==> src/rtl/match_referee.sv <==
// match_referee: multi-round tug-of-war referee.
// Detects round wins from the player presses and edge lights, keeps both
// scores, holds the board between rounds, and then pulses a playfield
// restart. It declares the match winner when a score reaches WIN_TARGET.
// Every output is registered.
//
// Parameters:
//   WIN_TARGET  - rounds needed to win the match (1..9)
//   HOLD_CYCLES - cycles in ROUND_OVER before the restart pulse (>= 1)
// Ports:
//   clk           system clock
//   reset         synchronous active-low reset
//   L, R          left/right player press
//   LE, RE        leftmost/rightmost playfield light lit
//   left_score    binary left score
//   right_score   binary right score
//   round_restart one-cycle playfield restart pulse
//   match_over    high while the match is decided
//   winner        00 none, 01 left, 10 right
//   HEXL, HEXR    active-low 7-segment score digits
//   W             active-low winner digit ("1", "2" or blank)
// Optional build macro:
//   MATCH_REFEREE_REMATCH_EN - L&R in MATCH_OVER restarts the match
module match_referee #(
  parameter int unsigned WIN_TARGET  = 3,
  parameter int unsigned HOLD_CYCLES = 4
) (
  input  logic       clk,
  input  logic       reset,
  input  logic       L,
  input  logic       R,
  input  logic       LE,
  input  logic       RE,
  output logic [3:0] left_score,
  output logic [3:0] right_score,
  output logic       round_restart,
  output logic       match_over,
  output logic [1:0] winner,
  output logic [6:0] HEXL,
  output logic [6:0] HEXR,
  output logic [6:0] W
);

  localparam int unsigned CNT_W = (HOLD_CYCLES > 1) ? $clog2(HOLD_CYCLES) : 1;
  localparam logic [CNT_W-1:0] HOLD_LAST = CNT_W'(HOLD_CYCLES - 1);
  localparam logic [3:0] TARGET = 4'(WIN_TARGET);

  localparam logic [1:0] PLAY       = 2'd0;
  localparam logic [1:0] ROUND_OVER = 2'd1;
  localparam logic [1:0] MATCH_OVER = 2'd2;

  logic [1:0]       state, state_next;
  logic [CNT_W-1:0] hold_cnt, cnt_next;
  logic [3:0]       lscore_next, rscore_next;
  logic [1:0]       winner_next;
  logic             restart_next;
  logic             left_evt, right_evt;

  // Active-low digit encodings, segment order gfedcba
  function automatic logic [6:0] seg7(input logic [3:0] d);
    case (d)
      4'd0:    seg7 = 7'b1000000;
      4'd1:    seg7 = 7'b1111001;
      4'd2:    seg7 = 7'b0100100;
      4'd3:    seg7 = 7'b0110000;
      4'd4:    seg7 = 7'b0011001;
      4'd5:    seg7 = 7'b0010010;
      4'd6:    seg7 = 7'b0000010;
      4'd7:    seg7 = 7'b1111000;
      4'd8:    seg7 = 7'b0000000;
      4'd9:    seg7 = 7'b0010000;
      default: seg7 = 7'b1111111;
    endcase
  endfunction

  function automatic logic [6:0] wseg(input logic [1:0] w);
    case (w)
      2'b01:   wseg = 7'b1111001;
      2'b10:   wseg = 7'b0100100;
      default: wseg = 7'b1111111;
    endcase
  endfunction

  // Events are mutually exclusive: a simultaneous press cancels out
  assign left_evt  = L & ~R & LE;
  assign right_evt = ~L & R & RE;

  // Next-state and next-output logic
  always_comb begin
    state_next   = state;
    cnt_next     = hold_cnt;
    lscore_next  = left_score;
    rscore_next  = right_score;
    winner_next  = winner;
    restart_next = 1'b0;

    case (state)
      PLAY: begin
        if (left_evt) begin
          lscore_next = left_score + 4'd1;
          if (lscore_next == TARGET) begin
            state_next  = MATCH_OVER;
            winner_next = 2'b01;
          end else begin
            state_next = ROUND_OVER;
            cnt_next   = '0;
          end
        end else if (right_evt) begin
          rscore_next = right_score + 4'd1;
          if (rscore_next == TARGET) begin
            state_next  = MATCH_OVER;
            winner_next = 2'b10;
          end else begin
            state_next = ROUND_OVER;
            cnt_next   = '0;
          end
        end
      end
      ROUND_OVER: begin
        if (hold_cnt == HOLD_LAST) begin
          state_next = PLAY;
          cnt_next   = '0;
        end else begin
          cnt_next = hold_cnt + CNT_W'(1);
        end
      end
      MATCH_OVER: begin
`ifdef MATCH_REFEREE_REMATCH_EN
        if (L && R) begin
          lscore_next  = 4'd0;
          rscore_next  = 4'd0;
          winner_next  = 2'b00;
          state_next   = PLAY;
          restart_next = 1'b1;
        end
`endif
      end
      default: state_next = PLAY;
    endcase

    // Pulse lands in the hold cycle whose counter value is HOLD_LAST
    if ((state_next == ROUND_OVER) && (cnt_next == HOLD_LAST)) begin
      restart_next = 1'b1;
    end
  end

  // State and registered outputs
  always_ff @(posedge clk) begin
    if (!reset) begin
      state         <= PLAY;
      hold_cnt      <= '0;
      left_score    <= 4'd0;
      right_score   <= 4'd0;
      winner        <= 2'b00;
      round_restart <= 1'b0;
      match_over    <= 1'b0;
      HEXL          <= 7'b1000000;
      HEXR          <= 7'b1000000;
      W             <= 7'b1111111;
    end else begin
      state         <= state_next;
      hold_cnt      <= cnt_next;
      left_score    <= lscore_next;
      right_score   <= rscore_next;
      winner        <= winner_next;
      round_restart <= restart_next;
      match_over    <= (state_next == MATCH_OVER);
      HEXL          <= seg7(lscore_next);
      HEXR          <= seg7(rscore_next);
      W             <= wseg(winner_next);
    end
  end

endmodule

==> config.mk <==
export PLATFORM = sky130hd
export DESIGN_NAME = match_referee
export DESIGN_NICKNAME = d
export VERILOG_FILES = /design/src/rtl/match_referee.sv
export SDC_FILE = /design/constraint.sdc
export NUM_CORES = 1
export LEC_CHECK = 0
export CORE_MARGIN = 2
export CORE_UTILIZATION = 35
export DETAILED_ROUTE_END_ITERATION = 16
export MAX_ROUTING_LAYER = met4
export RECOVER_POWER = 100
export SYNTH_ARGS = -nofsm -noshare
export SYNTH_HDL_FRONTEND = slang
export SYNTH_SLANG_ARGS = --single-unit
==> constraint.sdc <==
create_clock -name clk -period 3.1 [get_ports clk]
set_clock_uncertainty 0.15 [all_clocks]
set_input_delay 0.31 -clock clk [delete_from_list [all_inputs] [get_ports clk]]
set_output_delay 0.31 -clock clk [all_outputs]
set_load 0.02 [all_outputs]
## Word level (Yosys, flattened, before mapping)

Memories as Yosys holds them, arrays and structs flattened. A register that Yosys moved wholly into a read port is not among the register bits.
Cells that the tools add are included.

- Bitwise logic cells: 6
- Reduce and logical (&&, ||, !) cells: 4
- Equal/unequal tests: 10
- Add/subtract/negate cells: 3
- Multiplexer cells: 24

Operator list:

| cell | number |
|---|---|
| 2-to-1 mux 2 bit | 15 |
| 2-to-1 mux 4 bit | 5 |
| one-hot mux 7 bit (2 select lines) | 1 |
| equality test 2 bit, second input constant | 5 |
| adder 4 x 1 -> 4 bit, second input constant | 2 |
| equality test 4 x 2 -> 1 bit, second input constant | 2 |
| equality test 2 x 1 -> 1 bit, second input constant | 3 |
| one-hot mux 2 bit (3 select lines) | 1 |
| bitwise AND 1 bit | 4 |
| one-hot mux 2 bit (2 select lines) | 1 |
| adder 2 x 1 -> 2 bit, second input constant | 1 |
| logical NOT 1 bit | 2 |
| logical NOT 2 bit | 1 |
| NOT 1 bit | 2 |
| logical AND 1 bit | 1 |
| 2-to-1 mux 1 bit | 1 |

- Input port bits: 6
- Register bits after elaboration: 23
- Memories kept: 2
- Output and inout bits: 33
- ROM bits: 224

Memories:

| name | depth | width | rd ports | clocked after Yosys merged registers in | write ports | RTL line | source |
|---|---|---|---|---|---|---|---|
| (no name shown) | 16 | 7 | 1 | 1 | 0 | 61 | `case (d)` |
| (no name shown) | 16 | 7 | 1 | 1 | 0 | 61 |  |

## Depth between registers and ports, before layout

- Depth after elaboration: 9
- Depth in mapped cells: 11
- Depth with buffers taken out: 10

## Least setup slack after synthesis

No wires, ideal clock.

- Path type: flip-flop to flip-flop
- From: register state[0]
- To: register HEXL[6]
- Setup slack: 741 ps
- Required time: 2812 ps
- Cell stages (with the launch flop): 12
- Arrival: 2071 ps
- Clock period less this slack: 2359 ps
- Cells stage by stage: dfxtp_1 > buf_6 > or2_2 > nor2_8 > xnor2_1 > inv_1 > ha_1 > mux2_2 > a22oi_1 > o21ai_0 > o21ai_0 > a32oi_1

- Word-level cells in the longest chain between the ends: 2

Ends and longest elaborated chain:

| item | RTL line | source |
|---|---|---|
| start: declaration | 52 | `logic [1:0] state, state_next;` |
| start signal: assignment | 161 | `state <= state_next;` |
| logical NOT 2 bit | 97 | `case (state)` |
| 2-to-1 mux 4 bit | 97 |  |
| net lscore_next[0] | 54 | `logic [3:0] lscore_next, rscore_next;` |
| end: declaration | 39 | `output logic [6:0] HEXL,` |

The timed path passes the listed nets, and every way through them passes these cells.
A chain may end at the register's enable or synchronous reset.

## Final worst setup path

- From: input L
- To: register HEXL[6]

- Word-level cells in the longest chain between the ends: 4

Ends and longest elaborated chain:

| item | RTL line | source |
|---|---|---|
| start: declaration | 30 | `input logic L,` |
| bitwise AND 1 bit (2 in a row) | 85 | `assign left_evt = L & ~R & LE;` |
| 2-to-1 mux 4 bit | 99 | `if (left_evt) begin` |
| 2-to-1 mux 4 bit | 97 |  |
| net lscore_next[0] | 54 |  |

The timed path passes the listed nets, and every way through them passes these cells.

==> run metrics <==
antenna violations before repair=0; Final TNS setup=0 ps; max_slew headroom=a little over three fifths; worst r2r src=state[0]$_SDFF_PN0_; Psw=255 uW; clock share of power=between 30% and 40%; Setup crit end kind=flop; top_reg_cell synth=dfxtp_1; Post-DRT Antenna Nets=0; Die Y=approximately 76 um; syn_nets=223; clk sink count=33; max-cap violations=0; reg2reg end=HEXL[6]$_SDFF_PN1_; cell accounting for the most synthesized area=dfxtp_1; NumNets Final=between 200 and 300; Sw Ratio=approximately 28%; FMAX=0.374 GHz; vias in the first global route=1400; largest net degree at the start of global routing=16; Combinational Power Share=between 10% and 20%; post-DP HPWL=approximately 2700 um; hold path depth=2; synth unique cells=49; EDFF count, synth=0; post-CTS sizing=0; Pint=approximately 660 uW; Fillers=532; Post-Syn Area=between 0.0015 and 0.002 mm^2; class of the worst hold path=reg -> reg; CP Class=in -> reg; Tightest Pin Transition=approximately 550 ps; H-Tree Depth=2; Hold Buf Count CTS=0; share of layout cells above drive strength 1=8.05%; DRC=0; Clk Latency, worst-skew pair=approximately 290 ps; HP Start=winner[1]$_SDFF_PN0_; Final Max Slew Viols=0; initial core utilization=35.9%; share of total power in sequential cells=between 40% and 50%; FF-to-FF setup slack=520 ps; highest layer used for signal routing=met4; die width=about 76 um; Detail Route met3 WL=approximately 170 um; Placed Cells incl. Taps=298; wire per inst=12.7 um; DR vias/cell=between 4 and 5; Crit Path Max Fanout=6; commonest non-fill, non-tap cells in the layout=dfxtp_1, dlygate4sd3_1, a21oi_1, ha_1, nor2_1; largest cells by area after synthesis=dfxtp_1, ha_1, a21oi_1; first-pass GRT wire length=approximately 6600 um; Yosys top cell area share=between 30% and 40%; Worst Setup SP=L; Synth Instances=200; postcts setup bufs=0; wire length on met2=1700 um; WL final=about 3900 um; endpoints failing hold=0; final setup fails=0; status=finished, final reports clean; Antenna diodes=0; Post-synth ARST share=0%; Max VDD drop=0.150 mV; pwr/cell area=around 400 mW/mm^2; fin crit period=roughly 2700 ps; DRT iter0 DRCs=just under 60; Yosys reg bits=33; Layout Cells excl Fill=306; FF-to-FF path depth=10; area of the die=roughly 0.0058 mm^2; CP required=between 3000 and 4000 ps; synth-to-layout area growth=25.9%; Ys Warns=0; Seq/Total Area, Yosys=roughly 36%; Core Area=0.00507 mm^2; CTS Buffer Depth=2; vias=1491; Congestion Overflow GR=0; Worst Setup EP=HEXL[6]$_SDFF_PN1_; DR pass1 iterations=4; I/O pin total=39; RSZ-0062 raised after global routing=no; M1 WL=around 2000 um; Syn Area/Cell=9.10 um^2; CTS Buf Count=5; Worst-path clk slew=70 ps; row cnt=26; GP Congestion=between 0.7 and 0.8; CTS tree=yes; Worst Path Arrival=approximately 2700 ps; Root Buffer=clkbuf_8; Static Leak=0.000968 uW; Setup crit start kind=input port; Total GRT Usage=14.6%; Port Buffers=37; fin crit share=86.3%
-- worst max-delay path, cell delays in order --
cell and delay, ps:
dlygate4sd3_1 560, nand3b_1 260, nor2_8 60, xnor2_1 410
inv_1 150, ha_1 240, mux2_2 270, a22oi_1 140
o21ai_0 100, o21ai_0 80, a32oi_1 110
-- Yosys cell counts, types with 4 or more instances --
cell type	instances
dfxtp_1	33
a21oi_1	18
ha_1	17
nor2_1	15
inv_1	14
nand2_1	10
nand3_1	7
mux2i_1	6
a31oi_1	5
o21ai_0	5
and3b_1	4
buf_4	4
o31ai_1	4
xnor2_1	4
-- routing by layer --
metal	global-route usage, %	vias to the layer above
li1	-	763
met1	18.8	685
met2	21.3	38
met3	4.62	5
met4	6.00	0
met5	-	-
-- logic make-up after synthesis --
kind of cell	share of synthesized area (%)
simple gates	19.7
compound gates	16.0
flops	36.3
buf+inv	7.22
fa+ha+maj	11.7
mux	5.15
xor+xnor	3.78
other cells	0.206
-- metrics by stage --
| step | utilization [%] | area (um^2) | setup slack, ps | total power [uW] | hold WS (ps) |
|---|---|---|---|---|---|
| floorplan | - | 1820 | 741 | 568 | 233 |
| global placement | 43.8 | 2220 | 339 | 620 | 382 |
| detailed placement | 43.8 | 2220 | 261 | 621 | 399 |
| CTS | 45.4 | 2300 | 529 | 936 | 415 |
| global route | 45.2 | 2290 | 232 | 968 | 434 |
| finish | 45.2 | 2290 | 426 | 916 | 408 |
-- how the worst min path moves through the flow --
stage                        endpoint  slack, ps
6_report         winner[1]$_SDFF_PN0_        410
5_1_grt        hold_cnt[1]$_SDFF_PN0_        430
4_1_cts        hold_cnt[1]$_SDFF_PN0_        410
3_5_place_dp     winner[1]$_SDFF_PN0_        400
3_3_place_gp   hold_cnt[1]$_SDFF_PN0_        380
2_1_floorplan         W[1]$_SDFF_PN1_        230
-- power by group through the flow --
stage / clock network (uW) / logic, uW / registers, uW
CTS: 322 / 159 / 455
floorplan: 0 / 90.4 / 478
global placement: 0 / 156 / 465
finish: 310 / 152 / 454
global route: 342 / 169 / 457
detailed placement: 0 / 157 / 464
-- sequential cells by signal (all words and copies together), names as in the netlist --
name	count
HEXL	7
left_score	4
winner	2
right_score	4
match_over	1
state	2
W	3
HEXR	7
hold_cnt	2
round_restart	1
-- final cells by class --
cell class                 count  area [um^2]  area share, %
sequential                    33          661           28.8
inverter                      14         52.6           2.29
multi-input combinational    141         1020           44.7
timing repair buffer          40          385           16.8
clock buffer                   6         72.6           3.17
clock inverter                 2         10.0          0.437
tap                           70         87.6           3.82
Note: power is estimated with default switching activity, not from simulation.
